<file path="config.mk">
export PLATFORM = sky130hd
export DESIGN_NAME = maze_collect_engine
export DESIGN_NICKNAME = d
export VERILOG_FILES = /design/src/rtl/maze_collect_engine.sv
export SDC_FILE = /design/constraint.sdc
export NUM_CORES = 1
export LEC_CHECK = 0
export BUFFER_PORTS_ARGS = -buffer_cell sky130_fd_sc_hd__buf_2
export CORE_UTILIZATION = 31
export CTS_CLUSTER_SIZE = 10
export DETAILED_ROUTE_END_ITERATION = 8
export PLACE_DENSITY = 0.53
export RECOVER_POWER = 25
export SLEW_MARGIN = 10
export SYNTH_ARGS = -nofsm -noshare
export SYNTH_HDL_FRONTEND = slang
export SYNTH_SLANG_ARGS = --single-unit
</file>
<file path="constraint.sdc">
create_clock -name board_clk -period 6.1 [get_ports board_clk]
set_clock_uncertainty 0.05 [all_clocks]
set_input_delay 1.83 -clock board_clk [delete_from_list [all_inputs] [get_ports board_clk]]
set_output_delay 1.83 -clock board_clk [all_outputs]
set_load 0.01 [all_outputs]
</file>
<file path="src/rtl/maze_collect_engine.sv">
// -----------------------------------------------------------------------------
// maze_collect_engine
//
// Game-logic core for the maze collector. It owns the player position, the
// per-item collected flags, trap collisions, the life counter and the game
// state machine. Everything advances only on an internal game tick produced
// by a free-running divider, so the whole game runs at a human pace while the
// renderers downstream sample the registered outputs at board_clk rate.
//
// Level geometry is not stored here: item points and trap rectangles arrive
// as packed vectors from a ROM or constants, so any layout can be played.
//
// Optional build macro:
//   MAZE_COLLECT_TIMER_EN  - adds a per-game tick budget (TIME_LIMIT). When
//                            undefined, o_time_left is constant 0 and a game
//                            never runs out of time.
//
// Ports:
//   board_clk      in   system clock
//   reset          in   asynchronous, active-high reset
//   i_start        in   level; begin a game (sampled on a tick in IDLE)
//   i_ack          in   level; acknowledge OVER/WIN (sampled on a tick)
//   i_btn_u/d/l/r  in   synchronised direction buttons
//   i_item_xy      in   item i at [i*2W +: 2W] as {y,x}, x in the low bits
//   i_trap_rect    in   trap i at [i*4W +: 4W] as {y1,x1,y0,x0}, inclusive
//   o_tick         out  one-cycle game-tick pulse
//   o_state        out  IDLE=0, PLAY=1, HIT=2, OVER=3, WIN=4
//   o_player_x/y   out  player centre
//   o_collected    out  per-item collected flags (sticky until IDLE)
//   o_score        out  popcount of o_collected
//   o_lives_left   out  remaining lives
//   o_time_left    out  remaining ticks (0 without the timer macro)
// -----------------------------------------------------------------------------
module maze_collect_engine #(
  parameter int COORD_W    = 10,
  parameter int N_ITEMS    = 4,
  parameter int N_TRAPS    = 4,
  parameter int TICK_DIV   = 21,
  parameter int STEP       = 4,
  parameter int HALF       = 10,
  parameter int X_MIN      = 60,
  parameter int X_MAX      = 560,
  parameter int Y_MIN      = 60,
  parameter int Y_MAX      = 460,
  parameter int START_X    = 320,
  parameter int START_Y    = 70,
  parameter int LIVES      = 3,
  parameter int HIT_TICKS  = 16,
  parameter int TIME_LIMIT = 1024
) (
  input  logic                           board_clk,
  input  logic                           reset,
  input  logic                           i_start,
  input  logic                           i_ack,
  input  logic                           i_btn_u,
  input  logic                           i_btn_d,
  input  logic                           i_btn_l,
  input  logic                           i_btn_r,
  input  logic [N_ITEMS*2*COORD_W-1:0]   i_item_xy,
  input  logic [N_TRAPS*4*COORD_W-1:0]   i_trap_rect,
  output logic                           o_tick,
  output logic [2:0]                     o_state,
  output logic [COORD_W-1:0]             o_player_x,
  output logic [COORD_W-1:0]             o_player_y,
  output logic [N_ITEMS-1:0]             o_collected,
  output logic [3:0]                     o_score,
  output logic [2:0]                     o_lives_left,
  output logic [15:0]                    o_time_left
);

  typedef enum logic [2:0] {
    S_IDLE = 3'd0,
    S_PLAY = 3'd1,
    S_HIT  = 3'd2,
    S_OVER = 3'd3,
    S_WIN  = 3'd4
  } state_t;

`ifdef MAZE_COLLECT_TIMER_EN
  localparam bit TIMER_ON = 1'b1;
`else
  localparam bit TIMER_ON = 1'b0;
`endif

  // Geometry comparisons use one extra bit so p+HALF and x1+HALF never wrap.
  localparam int EW = COORD_W + 1;

  localparam logic [EW-1:0]      HALF_E    = EW'(HALF);
  localparam logic [EW-1:0]      STEP_E    = EW'(STEP);
  localparam logic [EW-1:0]      X_MIN_E   = EW'(X_MIN);
  localparam logic [EW-1:0]      X_MAX_E   = EW'(X_MAX);
  localparam logic [EW-1:0]      Y_MIN_E   = EW'(Y_MIN);
  localparam logic [EW-1:0]      Y_MAX_E   = EW'(Y_MAX);
  localparam logic [COORD_W-1:0] STEP_C    = COORD_W'(STEP);
  localparam logic [COORD_W-1:0] X_MIN_C   = COORD_W'(X_MIN);
  localparam logic [COORD_W-1:0] X_MAX_C   = COORD_W'(X_MAX);
  localparam logic [COORD_W-1:0] Y_MIN_C   = COORD_W'(Y_MIN);
  localparam logic [COORD_W-1:0] Y_MAX_C   = COORD_W'(Y_MAX);
  localparam logic [COORD_W-1:0] START_X_C = COORD_W'(START_X);
  localparam logic [COORD_W-1:0] START_Y_C = COORD_W'(START_Y);
  localparam logic [2:0]         LIVES_C   = 3'(LIVES);

  // Without the timer the reload value folds to 0, which ties time_left low.
  localparam logic [15:0] TIME_INIT = 16'(TIME_LIMIT) & {16{TIMER_ON}};

  // The freeze counter is loaded with HIT_TICKS-1 and leaves HIT on the tick
  // that finds it at zero, giving exactly HIT_TICKS ticks in HIT.
  localparam int              HC_W     = (HIT_TICKS > 1) ? $clog2(HIT_TICKS) : 1;
  localparam logic [HC_W-1:0] HIT_LOAD = HC_W'(HIT_TICKS - 1);

  // ---------------------------------------------------------------------------
  // Registers
  // ---------------------------------------------------------------------------
  logic [TICK_DIV-1:0] r_div;
  logic                r_tick;
  state_t              r_state;
  logic [COORD_W-1:0]  r_x;
  logic [COORD_W-1:0]  r_y;
  logic [N_ITEMS-1:0]  r_coll;
  logic [3:0]          r_score;
  logic [2:0]          r_lives;
  logic [HC_W-1:0]     r_hit_cnt;
  logic [15:0]         r_time;

  // ---------------------------------------------------------------------------
  // Next-state wires
  // ---------------------------------------------------------------------------
  state_t              w_state_nx;
  logic [COORD_W-1:0]  w_x_nx;
  logic [COORD_W-1:0]  w_y_nx;
  logic [N_ITEMS-1:0]  w_coll_nx;
  logic [2:0]          w_lives_nx;
  logic [HC_W-1:0]     w_hit_nx;
  logic [15:0]         w_time_nx;
  logic [15:0]         w_time_dec;

  logic [COORD_W-1:0]  w_x_mv;
  logic [COORD_W-1:0]  w_y_mv;
  logic [EW-1:0]       w_px_e;
  logic [EW-1:0]       w_py_e;
  logic [N_TRAPS-1:0]  w_trap_ovl;
  logic [N_ITEMS-1:0]  w_item_near;
  logic                w_trap_any;

  function automatic logic [3:0] popcount(input logic [N_ITEMS-1:0] v);
    logic [3:0] c;
    c = '0;
    for (int i = 0; i < N_ITEMS; i++) begin
      c = c + 4'(v[i]);
    end
    return c;
  endfunction

  assign w_px_e = {1'b0, r_x};
  assign w_py_e = {1'b0, r_y};

  // ---------------------------------------------------------------------------
  // Trap overlap: player box [p-HALF, p+HALF] against an inclusive rectangle,
  // rearranged so nothing is ever subtracted.
  // ---------------------------------------------------------------------------
  for (genvar gi = 0; gi < N_TRAPS; gi++) begin : g_trap
    logic [EW-1:0] w_x0;
    logic [EW-1:0] w_y0;
    logic [EW-1:0] w_x1;
    logic [EW-1:0] w_y1;

    assign w_x0 = {1'b0, i_trap_rect[gi*4*COORD_W             +: COORD_W]};
    assign w_y0 = {1'b0, i_trap_rect[gi*4*COORD_W +   COORD_W +: COORD_W]};
    assign w_x1 = {1'b0, i_trap_rect[gi*4*COORD_W + 2*COORD_W +: COORD_W]};
    assign w_y1 = {1'b0, i_trap_rect[gi*4*COORD_W + 3*COORD_W +: COORD_W]};

    assign w_trap_ovl[gi] = (w_px_e + HALF_E >= w_x0) && (w_px_e <= w_x1 + HALF_E) &&
                            (w_py_e + HALF_E >= w_y0) && (w_py_e <= w_y1 + HALF_E);
  end

  assign w_trap_any = |w_trap_ovl;

  // ---------------------------------------------------------------------------
  // Item pickup: |i-p| <= HALF on both axes, written as two one-sided bounds.
  // ---------------------------------------------------------------------------
  for (genvar gi = 0; gi < N_ITEMS; gi++) begin : g_item
    logic [EW-1:0] w_ix;
    logic [EW-1:0] w_iy;

    assign w_ix = {1'b0, i_item_xy[gi*2*COORD_W           +: COORD_W]};
    assign w_iy = {1'b0, i_item_xy[gi*2*COORD_W + COORD_W +: COORD_W]};

    assign w_item_near[gi] = (w_ix + HALF_E >= w_px_e) && (w_px_e + HALF_E >= w_ix) &&
                             (w_iy + HALF_E >= w_py_e) && (w_py_e + HALF_E >= w_iy);
  end

  // ---------------------------------------------------------------------------
  // Movement with saturation. The bound tests happen before the step so the
  // result is clamped rather than wrapped.
  // ---------------------------------------------------------------------------
  always_comb begin
    // NOTE: every variable assigned in always_comb gets a default first so no
    // path leaves it unassigned and no latch is inferred.
    w_x_mv = r_x;
    w_y_mv = r_y;

    if (i_btn_l && !i_btn_r) begin
      w_x_mv = (w_px_e < X_MIN_E + STEP_E) ? X_MIN_C : r_x - STEP_C;
    end else if (i_btn_r && !i_btn_l) begin
      w_x_mv = (w_px_e + STEP_E > X_MAX_E) ? X_MAX_C : r_x + STEP_C;
    end

    if (i_btn_u && !i_btn_d) begin
      w_y_mv = (w_py_e < Y_MIN_E + STEP_E) ? Y_MIN_C : r_y - STEP_C;
    end else if (i_btn_d && !i_btn_u) begin
      w_y_mv = (w_py_e + STEP_E > Y_MAX_E) ? Y_MAX_C : r_y + STEP_C;
    end
  end

  assign w_time_dec = (r_time != 16'd0) ? r_time - 16'd1 : 16'd0;

  // ---------------------------------------------------------------------------
  // Next-state and datapath decisions for one game tick.
  // ---------------------------------------------------------------------------
  always_comb begin
    w_state_nx = r_state;
    w_x_nx     = r_x;
    w_y_nx     = r_y;
    w_coll_nx  = r_coll;
    w_lives_nx = r_lives;
    w_hit_nx   = r_hit_cnt;
    w_time_nx  = r_time;

    unique case (r_state)
      S_IDLE: begin
        w_x_nx     = START_X_C;
        w_y_nx     = START_Y_C;
        w_coll_nx  = '0;
        w_lives_nx = LIVES_C;
        w_time_nx  = TIME_INIT;
        if (i_start) begin
          w_state_nx = S_PLAY;
        end
      end

      S_PLAY: begin
        if (TIMER_ON) begin
          w_time_nx = w_time_dec;
        end

        // Trap wins over everything: this tick's move and pickup are dropped.
        if (w_trap_any) begin
          if (r_lives <= 3'd1) begin
            w_lives_nx = 3'd0;
            w_state_nx = S_OVER;
          end else begin
            w_lives_nx = r_lives - 3'd1;
            w_state_nx = S_HIT;
            w_hit_nx   = HIT_LOAD;
            w_x_nx     = START_X_C;
            w_y_nx     = START_Y_C;
          end
        end else begin
          w_coll_nx = r_coll | w_item_near;
          w_x_nx    = w_x_mv;
          w_y_nx    = w_y_mv;
          if (&w_coll_nx) begin
            w_state_nx = S_WIN;
          end else if (TIMER_ON && (w_time_dec == 16'd0)) begin
            w_state_nx = S_OVER;
          end
        end
      end

      S_HIT: begin
        if (r_hit_cnt == '0) begin
          w_state_nx = S_PLAY;
        end else begin
          w_hit_nx = r_hit_cnt - 1'b1;
        end
      end

      S_OVER, S_WIN: begin
        if (i_ack) begin
          w_state_nx = S_IDLE;
          w_x_nx     = START_X_C;
          w_y_nx     = START_Y_C;
          w_coll_nx  = '0;
          w_lives_nx = LIVES_C;
          w_time_nx  = TIME_INIT;
        end
      end

      default: begin
        w_state_nx = S_IDLE;
      end
    endcase
  end

  // ---------------------------------------------------------------------------
  // Tick divider: o_tick is high for the single cycle in which r_div is 0.
  // ---------------------------------------------------------------------------
  always_ff @(posedge board_clk or posedge reset) begin
    if (reset) begin
      r_div  <= '0;
      r_tick <= 1'b0;
    end else begin
      // NOTE: sequential state is written with non-blocking assignments so
      // every flop samples the values from before this edge.
      r_div  <= r_div + 1'b1;
      r_tick <= (r_div == '1);
    end
  end

  // State register.
  always_ff @(posedge board_clk or posedge reset) begin
    if (reset) begin
      r_state <= S_IDLE;
    end else if (r_tick) begin
      r_state <= w_state_nx;
    end
  end

  // Game datapath, advanced only in tick cycles.
  always_ff @(posedge board_clk or posedge reset) begin
    if (reset) begin
      r_x       <= START_X_C;
      r_y       <= START_Y_C;
      r_coll    <= '0;
      r_score   <= '0;
      r_lives   <= LIVES_C;
      r_hit_cnt <= '0;
      r_time    <= TIME_INIT;
    end else if (r_tick) begin
      r_x       <= w_x_nx;
      r_y       <= w_y_nx;
      r_coll    <= w_coll_nx;
      r_score   <= popcount(w_coll_nx);
      r_lives   <= w_lives_nx;
      r_hit_cnt <= w_hit_nx;
      r_time    <= w_time_nx;
    end
  end

  assign o_tick       = r_tick;
  assign o_state      = r_state;
  assign o_player_x   = r_x;
  assign o_player_y   = r_y;
  assign o_collected  = r_coll;
  assign o_score      = r_score;
  assign o_lives_left = r_lives;
  assign o_time_left  = r_time;

endmodule
</file>
==> flow_metrics.env <==
export IMPL_endpoint_kind="flip-flop"
export IMPL_fp_dieH_um=203
export IMPL_maxSlewViolCount=57
export IMPL_ys_warn_count=0
export IMPL_cts_buffers=5
export IMPL_synth_area_um2=12500
export IMPL_seqCellArea_um2=1410
export IMPL_final_cells=2399
export IMPL_nNetsFinal=2420
export IMPL_vdd_drop_max_v=0.000119
export IMPL_dp_cells=2388
export IMPL_worstMarginPinSlew_ns=3.22
export IMPL_hp_class="flip-flop to flip-flop"
export IMPL_setup_viol=0
export IMPL_grt_remaining_overflow=0
export IMPL_root_buffer="clkbuf_16"
export IMPL_slew_headroom=-1.15
export IMPL_ys_seq_area_frac=0.113
export IMPL_hold_violations=0
export IMPL_antenna_found_initial=7
export IMPL_row_count=73
export IMPL_drt_wl_total_mm=42.5
export IMPL_ff2ff_path_depth=20
export IMPL_ys_ff_latch=56
export IMPL_crit_path_start="i_trap_rect[101]"
export IMPL_power_frac_clock=0.277
export IMPL_drc=0
export IMPL_seqPwrFrac=0.299
export IMPL_rr_endpoint="o_score[1]"
export IMPL_multi_input_area_um2=10200
export IMPL_synth_edf_count=0
export IMPL_nFillCells=4236
export IMPL_pwr_share_comb=0.424
export IMPL_setup_tns_ns=0
export IMPL_num_vias=12426
export IMPL_final_area_um2=14800
export IMPL_postCtsSetupBuffers=0
export IMPL_syn_avg_cell_area_um2=7.96
export IMPL_violations="capacitance limit, slew limit"
export IMPL_r2r_start="o_player_y[3]"
export IMPL_yosysTopAreaCell="ha_1"
export IMPL_core_area_um2=39700
export IMPL_dp_hpwl_mm=34.9
export IMPL_crit_path_max_fanout=4
export IMPL_wl_per_cell_um=17.7
export IMPL_dr_pass1_iters=6
export IMPL_io_buffers=278
export IMPL_die_area_um2=41000
export IMPL_power_share_switching=0.349
export IMPL_synth_area_top_cells="ha_1 30%, dfrtp_1 9.8%, xnor2_1 7.1%"
export IMPL_min_period_over_period=0.953
export IMPL_grt_start_max_net_pins=57
export IMPL_rsz0062_at_grt="false"
export IMPL_dieWidth_um=203
export IMPL_cp_required_ns=6.24
export IMPL_power_w=0.00124
export IMPL_clockBufferDepth=2
export IMPL_gp_congestion=0.867
export IMPL_r2r_slack_ns=0.36
export IMPL_grt_pass1_vias=12010
export IMPL_initialDrtViolationCount=591
export IMPL_drive_gt1_frac=0.193
export IMPL_dpl_cell_area_um2=14600
export IMPL_fmax_mhz=172
export IMPL_grt_pass1_wl_mm=66.4
export IMPL_track_usage=0.204
export IMPL_cts_tree="built"
export IMPL_synth_top_area_share=0.298
export IMPL_clock_sinks=56
export IMPL_min_period_ns=5.81
export IMPL_start_util=0.314
export IMPL_yosysUniqueCellTypes=82
export IMPL_crit_path_end="o_score[1]"
export IMPL_clk_pin_slew_worst_paths_ns=0.07
export IMPL_vias_per_cell=5.18
export IMPL_synth_common_cells="297 x ha_1, 181 x inv_1, 101 x xnor2_1, 94 x o21ai_0, 93 x a21oi_1"
export IMPL_cts_max_level=2
export IMPL_maxCapViolCount=1
export IMPL_cell_internal_pwr_w=0.000807
export IMPL_critPathLaunchType="input port"
export IMPL_ios=299
export IMPL_synthArstFlopShare=1.00
export IMPL_worstSkewPairLatency_ns=0.30
export IMPL_yosysMostFrequentCell="ha_1"
export IMPL_critPathKind="input port to flip-flop"
export IMPL_power_net_switching_w=0.000433
export IMPL_yosys_most_used_dff="dfrtp_1"
export IMPL_power_density_nw_per_um2=83.7
export IMPL_syn_inst=1565
export IMPL_drtAntennaViolNets=0
export IMPL_status="finished with violations"
export IMPL_total_leakage_power_nw=7.69
export IMPL_cp_arrival_ns=5.95
export IMPL_syn_to_final_growth_pct=18.9
## routing by layer
| layer | track usage | vias up | share of wire | routed length (um) |
|---|---|---|---|---|
| li1 | - | 6292 | - | - |
| met5 | 0 | - | 0.00054 | 23 |
| met3 | 0.0205 | 22 | 0.046 | 1970 |
| met1 | 0.271 | 5768 | 0.46 | 19600 |
| met2 | 0.362 | 340 | 0.48 | 20500 |
| met4 | 0.0269 | 4 | 0.010 | 431 |
## what timing repair did
action                     4_1_cts  5_1_grt
setup endpoints to repair        0        2
gates resized for setup          0        1
hold buffers                     0        0
## critical path, stage by stage
cell	delay, ns
buf_2	0.11
ha_1	0.20
o21ai_0	0.14
buf_4	0.15
nor2_1	0.04
xnor2_1	0.12
ha_1	0.31
nand3_1	0.10
nor4_1	0.06
a31o_2	0.21
o32ai_1	0.48
a211oi_1	0.13
or3_1	0.42
buf_4	0.20
nor2_8	0.10
a21oi_1	0.07
nor2_1	0.12
fa_1	0.43
ha_1	0.20
ha_1	0.26
mux2_2	0.26
## power by group through the flow
stage | clock network (W) | registers [W] | logic [W]
2_1_floorplan | 0 | 0.000378 | 0.000323
3_3_place_gp | 0 | 0.000378 | 0.000511
3_5_place_dp | 0 | 0.000378 | 0.000525
4_1_cts | 0.000349 | 0.000371 | 0.000530
5_1_grt | 0.000364 | 0.000371 | 0.000604
6_report | 0.000344 | 0.000371 | 0.000525
## worst min path at each step
stage / from / end / cells past startpoint
floorplan: r_div[20] / r_div[20] / 1
CTS: r_div[19] / r_div[19] / 1
finish: r_div[8] / r_div[8] / 1
global route: r_div[20] / r_div[20] / 1
detailed placement: r_div[19] / r_div[19] / 1
global placement: r_div[20] / r_div[20] / 1
## registers in the layout, summed over array words and instances (netlist names)
signal,cells
o_collected,4
o_lives_left,3
o_player_x,8
o_player_y,9
o_score,3
o_state,3
o_tick,1
r_div,21
r_hit_cnt,4
## per-stage QoR
step / hold WS [ns] / setup WS, ns / utilization
floorplan: 0.384 / 0.269 / -
global placement: 0.397 / 0.0418 / 0.369
detailed placement: 0.402 / -0.0176 / 0.369
CTS: 0.415 / 0.0800 / 0.373
global route: 0.426 / 0.0469 / 0.373
finish: 0.415 / 0.289 / 0.373
## cell type report
type                    instances  area share
diodes                          3    0.000506
repair buffers                324       0.117
inverters                     182      0.0461
multi-input cells            1301       0.686
well taps                     525      0.0443
clock inverters                 2     0.00262
clock buffers                   6     0.00869
flip-flops and latches         56      0.0951
## logic make-up after synthesis
logic type / share of synthesized area
AO/OA/AOI/OAI: 0.220
AND/OR/NAND/NOR: 0.171
adder cells (fa/ha/maj): 0.306
buffers and inverters: 0.0775
XOR/XNOR: 0.103
flip-flops: 0.113
multiplexers: 0.00873
other: 0.000301
## cell usage in the layout, fill, tap and decap left out, types with 46 or more instances in the layout
cell | synthesis | layout
inv_1 | 181 | 180
o21ai_0 | 94 | 94
xnor2_1 | 101 | 100
nor2_1 | 85 | 85
buf_2 | 4 | 278
xor2_1 | 46 | 46
dfrtp_1 | 49 | 49
a21oi_1 | 93 | 93
ha_1 | 297 | 297
nand2_1 | 90 | 90
Power figures use the tool's default switching activity.
